<file path="src/rtl/gen2_pkg.sv">
// Shared command codes, state/reply encodings and helpers for the Gen2 tag controller.
package gen2_pkg;

    localparam logic [2:0] CmdQuery    = 3'd0;
    localparam logic [2:0] CmdQueryRep = 3'd1;
    localparam logic [2:0] CmdQueryAdj = 3'd2;
    localparam logic [2:0] CmdAck      = 3'd3;
    localparam logic [2:0] CmdNak      = 3'd4;
    localparam logic [2:0] CmdReqRn    = 3'd5;
    localparam logic [2:0] CmdSelect   = 3'd6;

    localparam logic [1:0] UpdnInc    = 2'b11;
    localparam logic [1:0] UpdnDec    = 2'b01;
    localparam logic [1:0] UpdnIgnore = 2'b10;

    typedef enum logic [2:0] {
        StReady        = 3'd0,
        StArbitrate    = 3'd1,
        StReply        = 3'd2,
        StAcknowledged = 3'd3,
        StOpen         = 3'd4
    } tag_state_e;

    typedef enum logic [1:0] {
        TxRn16   = 2'd0,
        TxEpc    = 2'd1,
        TxHandle = 2'd2
    } tx_type_e;

    function automatic logic [15:0] draw_mask(input logic [3:0] q);
        return (16'd1 << q) - 16'd1;
    endfunction

    function automatic logic [3:0] q_adjust(input logic [3:0] q, input logic [1:0] updn);
        logic [3:0] r;
        r = q;
        if (updn == UpdnInc && q != 4'd15) begin
            r = q + 4'd1;
        end else if (updn == UpdnDec && q != 4'd0) begin
            r = q - 4'd1;
        end
        return r;
    endfunction

endpackage

</file>
<file path="src/rtl/gen2_slot_cnt.sv">
// Q register and slot counter: masked load from the RNG, decrement, set-to-max and
// saturating Q adjust.
module gen2_slot_cnt
    import gen2_pkg::*;
#(
    parameter int unsigned SLOT_W = 15
) (
    input  logic              clk_50m,
    input  logic              rst_n,
    input  logic              q_load,
    input  logic [3:0]        q_val,
    input  logic              q_adj,
    input  logic [1:0]        updn,
    input  logic              draw,
    input  logic [15:0]       rng_value,
    input  logic              dec,
    input  logic              set_max,
    output logic [SLOT_W-1:0] slot,
    output logic              draw_zero,
    output logic              dec_zero
);

    logic [3:0]        q_q, q_d;
    logic [SLOT_W-1:0] slot_q, slot_d, draw_slot;

    always_comb begin
        q_d = q_q;
        if (q_load) begin
            q_d = q_val;
        end else if (q_adj) begin
            q_d = q_adjust(q_q, updn);
        end
        // The draw sees the Q value being written in the same cycle.
        draw_slot = SLOT_W'(rng_value & draw_mask(q_d));
        draw_zero = (draw_slot == '0);
        dec_zero  = (slot_q == SLOT_W'(1));

        slot_d = slot_q;
        if (draw) begin
            slot_d = draw_slot;
        end else if (dec) begin
            slot_d = slot_q - SLOT_W'(1);
        end else if (set_max) begin
            slot_d = '1;
        end
    end

    always_ff @(posedge clk_50m or negedge rst_n) begin
        if (!rst_n) begin
            q_q    <= 4'd0;
            slot_q <= '0;
        end else begin
            q_q    <= q_d;
            slot_q <= slot_d;
        end
    end

    assign slot = slot_q;

endmodule

</file>
<file path="src/rtl/gen2_inv_ctrl.sv">
// EPC Gen2 tag inventory/access controller: tag state, RN16/handle and reply scheduling.
// Optional reply timeout enabled by defining GEN2_T2_TIMEOUT_EN.
module gen2_inv_ctrl
    import gen2_pkg::*;
#(
    parameter int unsigned T2_CYCLES = 25000,
    parameter int unsigned SLOT_W    = 15
) (
    input  logic              clk_50m,
    input  logic              rst_n,
    input  logic              cmd_valid,
    input  logic [2:0]        cmd_code,
    input  logic [3:0]        cmd_q,
    input  logic [1:0]        cmd_updn,
    input  logic [15:0]       cmd_rn16,
    input  logic [15:0]       rng_value,
    output logic              rng_next,
    output logic              tx_req,
    output logic [1:0]        tx_type,
    output logic [15:0]       tx_rn16,
    input  logic              tx_done,
    output logic [2:0]        tag_state,
    output logic [SLOT_W-1:0] slot_cnt
);

    tag_state_e  state_q, state_d;
    tx_type_e    tx_type_q, tx_type_d;
    logic [15:0] rn16_q, rn16_d, handle_q, handle_d, tx_rn16_q, tx_rn16_d;
    logic        tx_req_q, tx_req_d, rng_next_q, rng_next_d;

    logic accept, rn_match, h_match, in_arb, in_reply, in_ack, in_open;
    logic is_query, is_rep, is_adj, is_ack, is_nak, is_reqrn;
    logic q_load, q_adj, draw, dec, set_max, draw_zero, dec_zero;
    logic redraw, send_rn16, t2_fire;

    // Commands are dropped while a reply is outstanding.
    assign accept   = cmd_valid && !tx_req_q;
    assign is_query = accept && (cmd_code == CmdQuery);
    assign is_rep   = accept && (cmd_code == CmdQueryRep);
    assign is_adj   = accept && (cmd_code == CmdQueryAdj);
    assign is_ack   = accept && (cmd_code == CmdAck);
    assign is_nak   = accept && (cmd_code == CmdNak);
    assign is_reqrn = accept && (cmd_code == CmdReqRn);
    assign rn_match = (cmd_rn16 == rn16_q);
    assign h_match  = (cmd_rn16 == handle_q);
    assign in_arb   = (state_q == StArbitrate);
    assign in_reply = (state_q == StReply);
    assign in_ack   = (state_q == StAcknowledged);
    assign in_open  = (state_q == StOpen);

    assign q_load  = is_query;
    assign q_adj   = is_adj && in_arb && (cmd_updn != UpdnIgnore);
    assign draw    = q_load || q_adj;
    assign dec     = is_rep && in_arb;
    // Every non-Query entry into ARBITRATE parks the slot at max so QueryRep never wraps.
    assign set_max = (in_reply && ((is_ack && !rn_match) || is_nak || is_rep || is_adj)) ||
                     (in_ack && (is_nak || ((is_ack || is_reqrn) && !rn_match))) ||
                     (in_open && is_nak) || t2_fire;

    gen2_slot_cnt #(
        .SLOT_W (SLOT_W)
    ) u_slot_cnt (
        .clk_50m   (clk_50m),
        .rst_n     (rst_n),
        .q_load    (q_load),
        .q_val     (cmd_q),
        .q_adj     (q_adj),
        .updn      (cmd_updn),
        .draw      (draw),
        .rng_value (rng_value),
        .dec       (dec),
        .set_max   (set_max),
        .slot      (slot_cnt),
        .draw_zero (draw_zero),
        .dec_zero  (dec_zero)
    );

    always_comb begin
        state_d    = state_q;
        rn16_d     = rn16_q;
        handle_d   = handle_q;
        tx_req_d   = tx_req_q;
        tx_type_d  = tx_type_q;
        tx_rn16_d  = tx_rn16_q;
        rng_next_d = 1'b0;
        redraw     = 1'b0;
        send_rn16  = 1'b0;

        if (tx_req_q && tx_done) begin
            tx_req_d = 1'b0;
        end

        if (accept) begin
            case (cmd_code)
                CmdSelect: state_d = StReady;
                CmdQuery: begin
                    state_d   = draw_zero ? StReply : StArbitrate;
                    send_rn16 = draw_zero;
                end
                CmdQueryRep, CmdQueryAdj: begin
                    case (state_q)
                        StArbitrate: begin
                            if (dec && dec_zero) begin
                                state_d   = StReply;
                                redraw    = 1'b1;
                                send_rn16 = 1'b1;
                            end else if (q_adj && draw_zero) begin
                                state_d   = StReply;
                                send_rn16 = 1'b1;
                            end
                        end
                        StReply:                state_d = StArbitrate;
                        StAcknowledged, StOpen: state_d = StReady;
                        default: ;
                    endcase
                end
                CmdAck: begin
                    if (in_reply || in_ack) begin
                        if (rn_match) begin
                            state_d   = StAcknowledged;
                            tx_req_d  = 1'b1;
                            tx_type_d = TxEpc;
                        end else begin
                            state_d = StArbitrate;
                        end
                    end
                end
                CmdNak: begin
                    if (in_reply || in_ack || in_open) begin
                        state_d = StArbitrate;
                    end
                end
                CmdReqRn: begin
                    if (in_ack) begin
                        if (rn_match) begin
                            state_d    = StOpen;
                            handle_d   = rng_value;
                            rng_next_d = 1'b1;
                            tx_req_d   = 1'b1;
                            tx_type_d  = TxHandle;
                            tx_rn16_d  = rng_value;
                        end else begin
                            state_d = StArbitrate;
                        end
                    end else if (in_open && h_match) begin
                        redraw    = 1'b1;
                        send_rn16 = 1'b1;
                    end
                end
                default: ;
            endcase
        end

        if (draw || redraw) begin
            rn16_d     = rng_value;
            rng_next_d = 1'b1;
        end
        if (send_rn16) begin
            tx_req_d  = 1'b1;
            tx_type_d = TxRn16;
            tx_rn16_d = rng_value;
        end
        if (t2_fire) begin
            state_d = StArbitrate;
        end
    end

    always_ff @(posedge clk_50m or negedge rst_n) begin
        if (!rst_n) begin
            state_q    <= StReady;
            rn16_q     <= 16'd0;
            handle_q   <= 16'd0;
            tx_req_q   <= 1'b0;
            tx_type_q  <= TxRn16;
            tx_rn16_q  <= 16'd0;
            rng_next_q <= 1'b0;
        end else begin
            state_q    <= state_d;
            rn16_q     <= rn16_d;
            handle_q   <= handle_d;
            tx_req_q   <= tx_req_d;
            tx_type_q  <= tx_type_d;
            tx_rn16_q  <= tx_rn16_d;
            rng_next_q <= rng_next_d;
        end
    end

`ifdef GEN2_T2_TIMEOUT_EN
    localparam logic [15:0] T2Limit = 16'(T2_CYCLES - 1);

    logic [15:0] t2_cnt_q;
    logic        t2_run_q, t2_start;

    assign t2_start = tx_req_q && tx_done && (in_reply || in_ack);
    assign t2_fire  = t2_run_q && !cmd_valid && (t2_cnt_q == T2Limit) && (in_reply || in_ack);

    always_ff @(posedge clk_50m or negedge rst_n) begin
        if (!rst_n) begin
            t2_run_q <= 1'b0;
            t2_cnt_q <= 16'd0;
        end else if (cmd_valid || t2_fire) begin
            t2_run_q <= 1'b0;
        end else if (t2_start) begin
            t2_run_q <= 1'b1;
            t2_cnt_q <= 16'd0;
        end else if (t2_run_q) begin
            t2_cnt_q <= t2_cnt_q + 16'd1;
        end
    end
`else
    logic unused_t2;
    assign unused_t2 = ^T2_CYCLES;
    assign t2_fire   = 1'b0;
`endif

    assign rng_next  = rng_next_q;
    assign tx_req    = tx_req_q;
    assign tx_type   = tx_type_q;
    assign tx_rn16   = tx_rn16_q;
    assign tag_state = state_q;

endmodule

</file>
<file path="config.mk">
export PLATFORM = sky130hd
export DESIGN_NAME = gen2_inv_ctrl
export DESIGN_NICKNAME = d
export VERILOG_FILES = /design/src/rtl/gen2_pkg.sv /design/src/rtl/gen2_slot_cnt.sv /design/src/rtl/gen2_inv_ctrl.sv
export SDC_FILE = /design/constraint.sdc
export NUM_CORES = 1
export LEC_CHECK = 0
export CAP_MARGIN = 0
export CORE_ASPECT_RATIO = 1.4
export CORE_MARGIN = 2
export CORE_UTILIZATION = 45
export CTS_CLUSTER_SIZE = 25
export DETAILED_ROUTE_END_ITERATION = 7
export GPL_TIMING_DRIVEN = 0
export MAX_ROUTING_LAYER = met4
export PLACE_DENSITY = 0.75
export SYNTH_ARGS = -nofsm -noshare
export SYNTH_HDL_FRONTEND = slang
export SYNTH_SLANG_ARGS = --single-unit
</file>
<file path="constraint.sdc">
create_clock -name clk_50m -period 6.3 [get_ports clk_50m]
set_input_delay 0.945 -clock clk_50m [delete_from_list [all_inputs] [get_ports clk_50m]]
set_output_delay 0.945 -clock clk_50m [all_outputs]
set_load 0.05 [all_outputs]
</file>
==> metrics.txt <==
vias in the first global route=roughly 4,500; area added between synthesis and finish=28.8%; ratio of cells with drive above 1 in the final layout=between 10% and 20%; maximum level of the CTS H-tree=3; CORE AREA=~10,000 sq um; first-pass GRT wire length=~22,000 microns; Die H=~130 microns; area of the mapped netlist=~4800 sq um; final setup fails=0; data arrival time of the critical path=6.23 ns; total wirelength of the detailed-routed design=roughly 14,000 microns; CTS tree=built; maximum ir drop on the vdd rail=approximately 190 uV; 1st-pass router iterations=4; Worst-Skew Late Latency=~0.34 ns; cell depth of the worst flop-to-flop path=20; placer congestion estimate=about 0.95; Worst-path clk slew=0.06 ns; Met2 Routed Length=~7400 microns; Seq/Total Area, Yosys=around two fifths; LEAKAGE=roughly 0.0025 uW; area of placed instances=5810 sq um; Synth Net Count=between 500 and 600; cell accounting for the most synthesized area=dfrtp_1; count of input and output buffers=just over 80; starting density of the core=46.1%; width of the die=roughly 90 microns; I/O pin total=83; Metal-1 WL=5600 microns; Main synth FF type=dfrtp_1; routed length per instance=~19 microns; top fanout value on the critical path=10; Post-synth EDFFs=0; number of antenna violations at the first check in global routing=0; Slew Limit Fails=0; post-layout min period=6.01 ns; total vias in the final route=approximately 4,300; flop and latch count out of synthesis=74; core occupancy in the finished layout=59.4%; area fraction of the dominant cell type after synthesis=slightly below 40%; critical path class=input pin to flop; kind of cell adding the most delay to the critical path=simple AND/OR/NAND/NOR gates; HPWL after DPL=approximately 11,000 microns; final critical-path share of the clock period=95.4%; Layout Nets=approximately 640; Reg2Reg Setup Slack=~0.87 ns; DR WL met3=roughly 550 microns; MaxCap Viol Count=0; sinks on the clock net=74; topmost layer with routed signal wires=met4; Critical path buffers and inverters=6; Slew headroom=a little over half; total number of placement rows=44; worst r2r dst=tx_rn16[0]; Filler Cells Inserted=870; overall power after layout=approximately 2100 uW; cell count after synthesis=around 500; most common library cell in the layout ignoring fill and taps=clkdlybuf4s50_1; crit-path most repeated cell=clkbuf_4; worst hold margin=0.492 ns; maximum clock path buffer count=2; number of design-rule violations left by the first detailed-router iteration=between 200 and 250; antenna cells=0; largest net degree at the start of global routing=57; peak per-stage delay on the critical path=0.55 ns; TritonCTS Buffers=9; detailed-route vias per instance=5.89; skew final=roughly 0.0063 ns; Die Outline Area=about 12,000 sq um; fraction of registers with async set or reset after synthesis=100%; type of element capturing the critical path=flop; number of DRC violations after detailed routing=0; kind of start point of the critical path=input pin; required time worst endpoint=approximately 6.5 ns; Yosys warning total=0; distinct cell type count of the synthesized netlist=slightly above 70; Antenna Violating Nets Remaining=0; measured slew at the worst slew-check pin=0.692 ns; top library cells by usage in the layout, fill and taps aside=80 x clkdlybuf4s50_1, 74 x dfrtp_1, 40 x mux2_2; PwrDens=roughly 340 nW/um^2; dominant cells by area after synthesis=dfrtp_1 39%, mux2_2 9.4%, xnor2_1 5.5%; Hold Vio Cnt, Final=0; launch instance of the worst register-to-register path=u_slot_cnt.q_q[1]; final instance area=~6000 sq um; GRT Total Usage=25.7%; Highest Clock Rate=approximately 0.17 GHz; sequence of cells on the critical path=clkdlybuf4s50_1 -> clkbuf_4 -> and4bb_2 -> nand2_2 -> or4_1 -> a31oi_1 -> clkbuf_4 -> clkbuf_4 -> nor2_1 -> nand3_1 -> ha_1 -> inv_1 -> o2111a_1 -> a211o_1 -> or4_1 -> a32oi_1 -> and4_4 -> nand2_2 -> o221ai_4 -> buf_12 -> mux2_4; root buf cell=clkbuf_16; type of the worst min-delay path=input pin to asynchronous set/reset pin; post-synthesis area per instance=approximately 9.6 sq um; highest-delay cell along the critical path=or4_1; global route total overflow=0; outcome=finished clean
==> layer usage <==
metal / GRT usage (%) / up-vias
li1: - / 2034
met1: 29.6 / 2121
met4: 11.5 / 0
met3: 3.95 / 32
met2: 43.9 / 146
met5: - / -
==> cell families after synthesis <==
kind of cell | share of synthesized area (%)
simple gates | 19.0
fa+ha+maj | 1.30
flops | 38.6
xor+xnor | 6.21
compound gates | 17.5
mux | 13.4
buf+inv | 4.09
==> where the power goes <==
| group | switching (uW) | internal (uW) | total (uW) |
|---|---|---|---|
| combinational | 533 | 325 | 858 |
| clock | 205 | 358 | 563 |
| sequential | 105 | 573 | 678 |
| total | 843 | 1260 | 2100 |
==> synth_stat cells, types with 5 or more instances <==
library cell	number
nand2b_1	5
nand3_1	17
buf_2	7
dfrtp_1	74
o21ai_0	28
or4_1	5
mux2_4	10
a31oi_1	6
nor2_1	33
nand2_1	34
ha_1	5
nor3_1	18
and2_1	7
a211oi_1	6
nand4_1	8
clkbuf_1	13
a21oi_1	34
inv_1	15
a211o_1	10
xnor2_1	30
mux2_2	40
or3_1	7
nor4_1	9
==> per-stage QoR <==
step,setup TNS [ns],std cells,setup slack [ns]
detailed placement,-1.79,718,-0.164
finish,0,736,0.287
global route,-0.0270,736,-0.00669
CTS,0,734,0.162
global placement,-1.87,717,-0.168
floorplan,0,498,1.03
==> final cells by class <==
| cell class | count | area, sq um | area share [%] |
|---|---|---|---|
| Clock inverter | 6 | 90.1 | 1.46 |
| Inverter | 17 | 66.3 | 1.07 |
| Buffer | 24 | 138 | 2.23 |
| Timing Repair Buffer | 84 | 863 | 14.0 |
| Tap cell | 138 | 173 | 2.79 |
| Clock buffer | 10 | 239 | 3.87 |
| Sequential cell | 74 | 1850 | 30.0 |
| Multi-Input combinational cell | 383 | 2760 | 44.7 |
==> sequential cells by signal, indices dropped and copies added, names as in the netlist, 2 cells and up <==
name             flops
u_slot_cnt.q_q       4
u_slot_cnt.slot     15
tag_state            3
tx_rn16             16
handle_q            16
tx_type              2
rn16_q              16
==> worst max path at each step <==
stage                      startpoint          to  slack [ns]  cells after the start
after floorplan           cmd_code[0]  tx_rn16[0]        1.03                     20
after global placement    cmd_code[1]  tx_rn16[7]       -0.17                     21
after detailed placement  cmd_code[1]  tx_rn16[4]       -0.16                     21
after CTS                 cmd_code[1]  tx_rn16[0]        0.16                     21
after global routing      cmd_code[1]  tx_rn16[3]      -0.007                     22
final                     cmd_code[1]  tx_rn16[0]        0.29                     21
==> timing repair <==
action                     4_1_cts  5_1_grt
gates resized for setup          0        5
setup endpoints to repair        0       16
setup buffers                    0        2
hold buffers                     0        0
Power figures use the tool's default switching activity.
